$ cat src/rtl/de_pipe_pkg.sv
// Shared types and default widths for the decode/execute stage register.
// Payload struct is the default-width view of what travels from decode to execute.
// DE_BUBBLE is the all-zero payload; ctrl=0 acts as a NOP in execute.
package de_pipe_pkg;

  localparam int CTRL_W = 14;
  localparam int DST_W  = 3;
  localparam int SRC_W  = 4;
  localparam int ADDR_W = 16;

  typedef struct packed {
    logic [CTRL_W-1:0] ctrl;
    logic [DST_W-1:0]  dst;
    logic [SRC_W-1:0]  src1;
    logic [SRC_W-1:0]  src2;
    logic [ADDR_W-1:0] addr;
  } de_payload_t;

  localparam de_payload_t DE_BUBBLE = '0;

endpackage

$ cat src/rtl/de_skid_slot.sv
// One-entry holding slot: payload register plus valid flop.
// Latency: loaded payload visible the cycle after ld_i.
// Backpressure: none of its own; the parent decides when to load and clear.
module de_skid_slot
  import de_pipe_pkg::*;
#(
  parameter int W = $bits(de_payload_t)
) (
  input  logic         clk,
  input  logic         clr_i,
  input  logic         ld_i,
  input  logic [W-1:0] dat_i,
  output logic         vld_o,
  output logic [W-1:0] dat_o
);

  logic         vld_q;
  logic [W-1:0] dat_q;

  // Clear wins over load; clearing also zeroes the payload so stale data never lingers.
  always_ff @(posedge clk) begin
    if (clr_i) begin
      vld_q <= 1'b0;
      dat_q <= '0;
    end else if (ld_i) begin
      vld_q <= 1'b1;
      dat_q <= dat_i;
    end
  end

  assign vld_o = vld_q;
  assign dat_o = dat_q;

endmodule

$ cat src/rtl/de_stage_reg.sv
// Decode/execute stage register with valid/ready handshake, flush-to-bubble, stall counter.
// Latency: 1 cycle from accept to out_valid when the output slot is empty or draining.
// Backpressure: without DE_STAGE_SKID_EN in_ready = out_ready | ~out_valid; with it, a
// one-entry skid slot gives full throughput and in_ready comes straight from a flop.
module de_stage_reg #(
  parameter int CTRL_W = de_pipe_pkg::CTRL_W,
  parameter int DST_W  = de_pipe_pkg::DST_W,
  parameter int SRC_W  = de_pipe_pkg::SRC_W,
  parameter int ADDR_W = de_pipe_pkg::ADDR_W,
  parameter int CNT_W  = 16
) (
  input  logic              clk,
  input  logic              reset,
  input  logic              flush,
  input  logic              in_valid,
  output logic              in_ready,
  input  logic [CTRL_W-1:0] in_ctrl,
  input  logic [DST_W-1:0]  in_dst,
  input  logic [SRC_W-1:0]  in_src1,
  input  logic [SRC_W-1:0]  in_src2,
  input  logic [ADDR_W-1:0] in_addr,
  output logic              out_valid,
  input  logic              out_ready,
  output logic [CTRL_W-1:0] out_ctrl,
  output logic [DST_W-1:0]  out_dst,
  output logic [SRC_W-1:0]  out_src1,
  output logic [SRC_W-1:0]  out_src2,
  output logic [ADDR_W-1:0] out_addr,
  output logic [CNT_W-1:0]  stall_cnt
);
  import de_pipe_pkg::*;

  localparam int PAY_W = CTRL_W + DST_W + 2*SRC_W + ADDR_W;
  localparam logic [PAY_W-1:0] BUBBLE = PAY_W'(DE_BUBBLE);

  logic [PAY_W-1:0] in_pay;
  logic [PAY_W-1:0] out_pay_q, out_pay_d;
  logic             out_valid_q, out_valid_d;
  logic [CNT_W-1:0] stall_q, stall_d;
  logic             stalled;
  logic             accept;
  logic             skid_vld;
  logic [PAY_W-1:0] skid_pay;

  assign in_pay  = {in_ctrl, in_dst, in_src1, in_src2, in_addr};
  assign stalled = out_valid_q & ~out_ready;
  assign accept  = in_valid & in_ready;

`ifdef DE_STAGE_SKID_EN
  logic skid_ld;
  logic skid_clr;

  // Skid only catches an instruction accepted while the output is held.
  assign in_ready = ~skid_vld;
  assign skid_ld  = reset & ~flush & accept & stalled;
  assign skid_clr = ~reset | flush | (out_valid_q & out_ready & skid_vld);

  de_skid_slot #(.W(PAY_W)) u_skid (
    .clk   (clk),
    .clr_i (skid_clr),
    .ld_i  (skid_ld),
    .dat_i (in_pay),
    .vld_o (skid_vld),
    .dat_o (skid_pay)
  );
`else
  assign skid_vld = 1'b0;
  assign skid_pay = '0;
  assign in_ready = out_ready | ~out_valid_q;
`endif

  // Output slot next state: reset/flush force a bubble, otherwise refill when not held.
  always_comb begin
    out_valid_d = out_valid_q;
    out_pay_d   = out_pay_q;
    if (!reset || flush) begin
      out_valid_d = 1'b0;
      out_pay_d   = BUBBLE;
    end else if (!stalled) begin
      if (skid_vld) begin
        out_valid_d = 1'b1;
        out_pay_d   = skid_pay;
      end else if (accept) begin
        out_valid_d = 1'b1;
        out_pay_d   = in_pay;
      end else begin
        out_valid_d = 1'b0;
        out_pay_d   = BUBBLE;
      end
    end
  end

  // Stall counter: counts held cycles (flush cycles included), saturates, reset-only clear.
  always_comb begin
    stall_d = stall_q;
    if (!reset) begin
      stall_d = '0;
    end else if (stalled && (stall_q != {CNT_W{1'b1}})) begin
      stall_d = stall_q + CNT_W'(1);
    end
  end

  // State registers; synchronous reset is folded into the next-state logic above.
  always_ff @(posedge clk) begin
    out_valid_q <= out_valid_d;
    out_pay_q   <= out_pay_d;
    stall_q     <= stall_d;
  end

  assign out_valid = out_valid_q;
  assign {out_ctrl, out_dst, out_src1, out_src2, out_addr} = out_pay_q;
  assign stall_cnt = stall_q;

endmodule

$ cat config.mk
export PLATFORM = sky130hd
export DESIGN_NAME = de_stage_reg
export DESIGN_NICKNAME = d
export VERILOG_FILES = /design/src/rtl/de_pipe_pkg.sv /design/src/rtl/de_skid_slot.sv /design/src/rtl/de_stage_reg.sv
export SDC_FILE = /design/constraint.sdc
export NUM_CORES = 1
export LEC_CHECK = 0
export CORE_MARGIN = 1.5
export CORE_UTILIZATION = 37
export DETAILED_ROUTE_END_ITERATION = 10
export GPL_TIMING_DRIVEN = 0
export HOLD_SLACK_MARGIN = 0.12
export PLACE_DENSITY = 0.76
export SYNTH_ARGS = -nofsm -noshare
export SYNTH_HDL_FRONTEND = slang
export SYNTH_SLANG_ARGS = --single-unit
$ cat constraint.sdc
create_clock -name clk -period 1.9 [get_ports clk]
set_input_delay 0.19 -clock clk [delete_from_list [all_inputs] [get_ports clk]]
set_output_delay 0.19 -clock clk [all_outputs]
set_load 0.02 [all_outputs]
==> results.yml, run 1 <==
grt:
  grt_pass1_vias: 2365
  grt_pass1_wl_mm: 10.4
  antenna_found_initial: 0
  grt.total_usage_pct: 20.2
  grt_max_degree: 11
  grt.overflow.total: 0
setup_path:
  r2r_start: "stall_cnt[4]"
  critical-path-top-delay-family: "simple AND/OR/NAND/NOR gates"
  end_kind: "register"
  max_stage_delay_ps: 530
  worst_setup_path_start_kind: "register"
  cp.required_ps: 2160
  critPathArrivalTime_ps: 2100
  r2r-end: "stall_cnt[14]"
  reg2reg_depth: 5
  ff2ff_setup_slack_ps: 60
  cp_max_fo: 8
  worstSetupPathType: "reg -> reg"
  cp_cell_sequence: "nand4_1 -> buf_4 -> or4_4 -> or4_1 -> a21oi_1"
  cp_slowest_cell: "or4_4"
  path_buf_inv: 1
logic_synthesis:
  synth_warnings: 0
  synth_cell_types: 30
  synth_nets: 330
  yosysSeqAreaShare_pct: 50.2
  syn_area_sq_um: 2310
  synthMostInstantiatedCell: "dfxtp_1"
  netlist_instances: 283
  synthTopCellsByArea: "dfxtp_1, a21oi_1, nand3_1, nand2_1, mux2i_1"
  synth-seq-cells: 58
  synth_edf_count: 0
  async_reset_ff_share_pct: 0
  avgSynthCellArea_sq_um: 8.17
  netlist_top_cells_count: "dfxtp_1, nand2_1, a21oi_1, nand3_1, clkbuf_1"
  synth.top_cell.area_share_pct: 50.2
  synth_top_area_cell: "dfxtp_1"
  ys.flop_type: "dfxtp_1"
sta:
  setup_tns_ps: 0
  finalCritPeriodShare_pct: 97.0
  relSlewSlack_pct: 69.7
  clock_skew_ps: 4.61
  drv_slew: 0
  timing.final.ws_setup_ps: 57.6
  fin_crit_ps: 1840
  fmax_mhz: 543
  worst_pin_slew_ps: 455
  hold_viol: 0
  setup_violations: 0
  rsz0062_at_grt: "false"
clocking:
  cts_tree: "done"
  cts_sinks: 58
  root_buffer: "clkbuf_8"
  clock_latency_ps: 320
  h-tree-depth: 3
  numCtsBuffers: 9
  cts_buffer_depth: 2
  clk_transition_reported_paths_ps: 70
route:
  wl_per_cell_microns: 13.7
  top_layer: "met4"
  drc: 0
  drt_pass1_iterations: 4
  ant_nets: 0
  viasPerCell: 5.19
  route.met2.wl_mm: 3.06
  drt_wl_total_mm: 6.56
  drt_iter0_drc: 83
  wirelength_met1_mm: 2.85
  dr_wl_met3_microns: 539
  vias: 2486
power:
  pwr-share-comb_pct: 10.8
  power.density_nw_per_um2: 724
  switchingPower_uw: 633
  p_sw_share_pct: 23.7
  intPower_uw: 2030
  p_leak_uw: 0.00127
  p_seq_share_pct: 47.0
  vdd_drop_max_v: 0.000440
  pwr-share-clk_pct: 42.1
place:
  hpwl_mm: 4.72
  place_congestion: 0.740
  dpl_worst_slack_ps: -415
  dp_cells: 461
  port_buffers: 103
die:
  die_area_sq_um: 6740
  rows: 28
  coreArea_sq_um: 5990
  die_w_microns: 82.1
  start_util_pct: 38.6
  ios: 105
  die_h_microns: 82.1
layout:
  nNetsFinal: 446
  utilization_pct: 61.4
  fin_cells: 479
  drive_gt1_share_pct: 7.92
  antenna_cells: 0
  areaGrowthSynthToFinish_pct: 59.1
worst_hold_path:
  hp-class: "in -> reg"
  hold_path.startpoint: "in_valid"
  whs_endpoint: "out_pay_q[23]"
  hold_path_depth: 3
run_status:
  outcome: "finished clean"
job:
  maxCapViolCount: 0
-- registers in the layout (all words and copies together) (netlist names) --
signal,count
out_pay_q,41
out_valid,1
stall_cnt,16
-- cells in the final DEF (no fill, tap or decap), drive strengths merged, types with 2 or more instances in the layout --
master	instances
clkinv	4
nor2	5
nand4	6
clkbuf	29
or4	6
or3	3
o21ai	3
mux2i	7
nor3	2
o31ai	2
nand3	42
nand2b	8
buf	6
inv	3
dfxtp	58
nand2	55
o41ai	2
a21oi	50
clkdlybuf4s50	102
-- how the worst max path moves through the flow --
stage | endpoint | depth (start not counted) | start
finish | stall_cnt[14] | 5 | stall_cnt[4]
global route | stall_cnt[14] | 5 | stall_cnt[4]
CTS | stall_cnt[13] | 4 | stall_cnt[3]
detailed placement | in_ready | 6 | out_ready
global placement | in_ready | 6 | out_ready
floorplan | stall_cnt[14] | 7 | out_valid
-- layout make-up --
cell class / count / area (sq um)
Fill cell: 537 / 2310
Sequential cell: 58 / 1170
Multi-Input combinational cell: 200 / 1060
Timing Repair Buffer: 106 / 1050
Clock buffer: 11 / 141
Tap cell: 75 / 93.8
Buffer: 21 / 88.8
Clock inverter: 5 / 53.8
Inverter: 3 / 13.8
-- power by group through the flow --
stage	logic (uW)	registers (uW)	clock network, uW
6_report	289	1250	1120
5_1_grt	312	1260	1200
4_1_cts	291	1250	1150
3_5_place_dp	288	1280	0
3_3_place_gp	285	1280	0
2_1_floorplan	86.1	1310	0
-- worst reg2reg max path: cells and delay by family, from the launching register on --
family | cells | cell delay (ps)
AND/OR/NAND/NOR | 3 | 1100
flip-flops | 1 | 370
buffers and inverters | 1 | 180
AO/OA/AOI/OAI | 1 | 130
-- metal layers --
metal  GRT usage (%)  vias to the layer above
li1                -                     1223
met1            23.7                     1170
met4            10.8                        0
met3            7.44                       11
met5               0                        -
met2            31.8                       82
-- logic make-up after synthesis --
group / Yosys count / synth area share (%)
multiplexers: 7 / 3.03
AND/OR/NAND/NOR: 131 / 27.5
buffers and inverters: 25 / 4.27
adder cells (fa/ha/maj): 1 / 0.541
AO/OA/AOI/OAI: 61 / 14.5
flip-flops: 58 / 50.2
-- repair_timing --
item                                   CTS  global route
pin swaps                                2             0
setup endpoints to repair                5             8
hold buffers                             0             0
endpoints found under the hold margin    0             0
buffers inserted                         2             1
resized for setup                        3             5
-- metrics by stage --
step                      hold WS [ps]  total power [uW]  area (sq um)
after detailed placement           445              1570          3470
after CTS                          197              2700          3670
final                              210              2670          3680
after floorplan                    334              1400          2340
after global routing               242              2770          3680
after global placement             437              1570          3470
Note: power is estimated with default switching activity, not from simulation.
==> run 2: changes to the inputs <==
- RECOVER_POWER: not set -> 50
==> run 2 against run 1 <==
Effect of this change: total power is 0.31% lower; non-clock buffer count stayed put; clock power hardly changed; global-route usage stayed put; via count is 0.60% lower; final cell count stayed put; hold slack hardly changed; core utilization stayed put; sequential share of layout area stayed put; first-iteration DRC count is 12% higher; clock skew is 0.72 ps lower; critical path type unchanged; largest power group unchanged.
==> results.yml, run 2 (synthesis gave the netlist of run 1 again) <==
place:
  dp_cells: 461
  port_buffers: 103
  place_area_sq_um: 3470
  place_congestion: 0.740
  hpwl_mm: 4.72
grt:
  grt_pass1_vias: 2365
  grt.overflow.total: 0
  grt.total_usage_pct: 20.2
  antenna_found_initial: 0
  grt_max_degree: 11
  grt_pass1_wl_mm: 10.4
sta:
  worst_pin_slew_ps: 475
  hold_viol: 0
  fmax_mhz: 544
  setup_tns_ps: 0
  fin_crit_ps: 1840
  rsz0062_at_grt: "false"
  relSlewSlack_pct: 68.3
  setup_violations: 0
  drv_slew: 0
  clock_skew_ps: 3.89
  finalCritPeriodShare_pct: 96.7
  whs_ps: 211
route:
  vias: 2471
  wl_per_cell_microns: 13.7
  drt_pass1_iterations: 4
  drc: 0
  viasPerCell: 5.16
  drt_wl_total_mm: 6.56
  drt_iter0_drc: 93
  ant_nets: 0
clocking:
  cts_sinks: 58
  clk_transition_reported_paths_ps: 70
  clock_latency_ps: 320
  cts_buffer_depth: 2
  h-tree-depth: 3
  cts_hold_buf: 0
  root_buffer: "clkbuf_8"
  numCtsBuffers: 9
  cts_tree: "done"
die:
  die_h_microns: 82.1
  rows: 28
  die_area_sq_um: 6740
  die_w_microns: 82.1
  start_util_pct: 38.6
  ios: 105
  coreArea_sq_um: 5990
layout:
  postLayoutCellArea_sq_um: 3680
  final_cell_mix: "nand2_1, clkdlybuf4s50_1, dfxtp_1, a21oi_1, dlygate4sd3_1"
  utilization_pct: 61.4
  top_register: "out_pay_q"
  areaGrowthSynthToFinish_pct: 59.1
  fin_cells: 479
  antenna_cells: 0
  nNetsFinal: 446
  drive_gt1_share_pct: 7.92
  fillers: 537
  largest_reg_flops: 41
setup_path:
  cp_cell_sequence: "nand4_1 -> buf_4 -> or4_4 -> or4_1 -> a21oi_1"
  worst_setup_path_start_kind: "register"
  end_kind: "register"
  critPathArrivalTime_ps: 2090
  max_stage_delay_ps: 530
  cp_max_fo: 8
  worstSetupPathType: "reg -> reg"
  cp.required_ps: 2160
  cp_slowest_cell: "or4_4"
run_status:
  outcome: "finished clean"
job:
  maxCapViolCount: 0
power:
  vdd_drop_max_v: 0.000441
  p_leak_uw: 0.00142
  power.density_nw_per_um2: 722
worst_hold_path:
  hp-class: "in -> reg"
[run 2: final cells by class]
cell class,instances,area (sq um),share of cell area [%]
Inverter,3,13.8,0.374
Tap cell,75,93.8,2.55
Timing Repair Buffer,106,1050,28.6
Buffer,21,88.8,2.41
Sequential cell,58,1170,31.9
Clock buffer,11,141,3.84
Multi-Input combinational cell,200,1060,28.9
Clock inverter,5,53.8,1.46
[run 2: final timing paths]
path | startpoint | to | slack [ps] | depth (start not counted)
worst max-delay path | stall_cnt[4] | stall_cnt[14] | 60 | 5
worst min-delay path | in_valid | out_pay_q[23] | 210 | 3
worst max register to register | stall_cnt[4] | stall_cnt[14] | 60 | 5
worst min register to register | out_pay_q[4] | out_pay_q[4] | 450 | 2
[run 2: metrics by stage]
stage	total power (uW)	setup WS, ps
6_report	2660	63.0
5_1_grt	2760	8.96
4_1_cts	2700	41.9
3_5_place_dp	1570	-415
3_3_place_gp	1570	-388
2_1_floorplan	1400	1.45
[run 2: where the power goes]
part / switching, uW / total (uW) / internal (uW)
clock: 488 / 1130 / 637
sequential: 12.7 / 1250 / 1240
combinational: 133 / 280 / 147
total: 634 / 2660 / 2020
[run 2: metal layers]
metal  GRT usage [%]  up-vias  routed length, microns
li1                -     1223                       -
met1            23.7     1152                    2870
met2            31.8       84                    3050
met3            7.44       12                     525
met4            10.8        0                     118
met5               0        -                       0
[run 2: timing repair]
action	4_1_cts	5_1_grt
buffers inserted	2	1
endpoints found under the setup margin	5	8
gates cloned	0	0
resized for setup	3	5
hold endpoints to repair	0	0
pin swaps	2	0
[run 2: critical path: cells and delay by family (launching register included)]
| kind | cells | cell delay [ps] |
|---|---|---|
| flip-flops | 1 | 360 |
| AND/OR/NAND/NOR | 3 | 1100 |
| buffers and inverters | 1 | 180 |
| AO/OA/AOI/OAI | 1 | 130 |
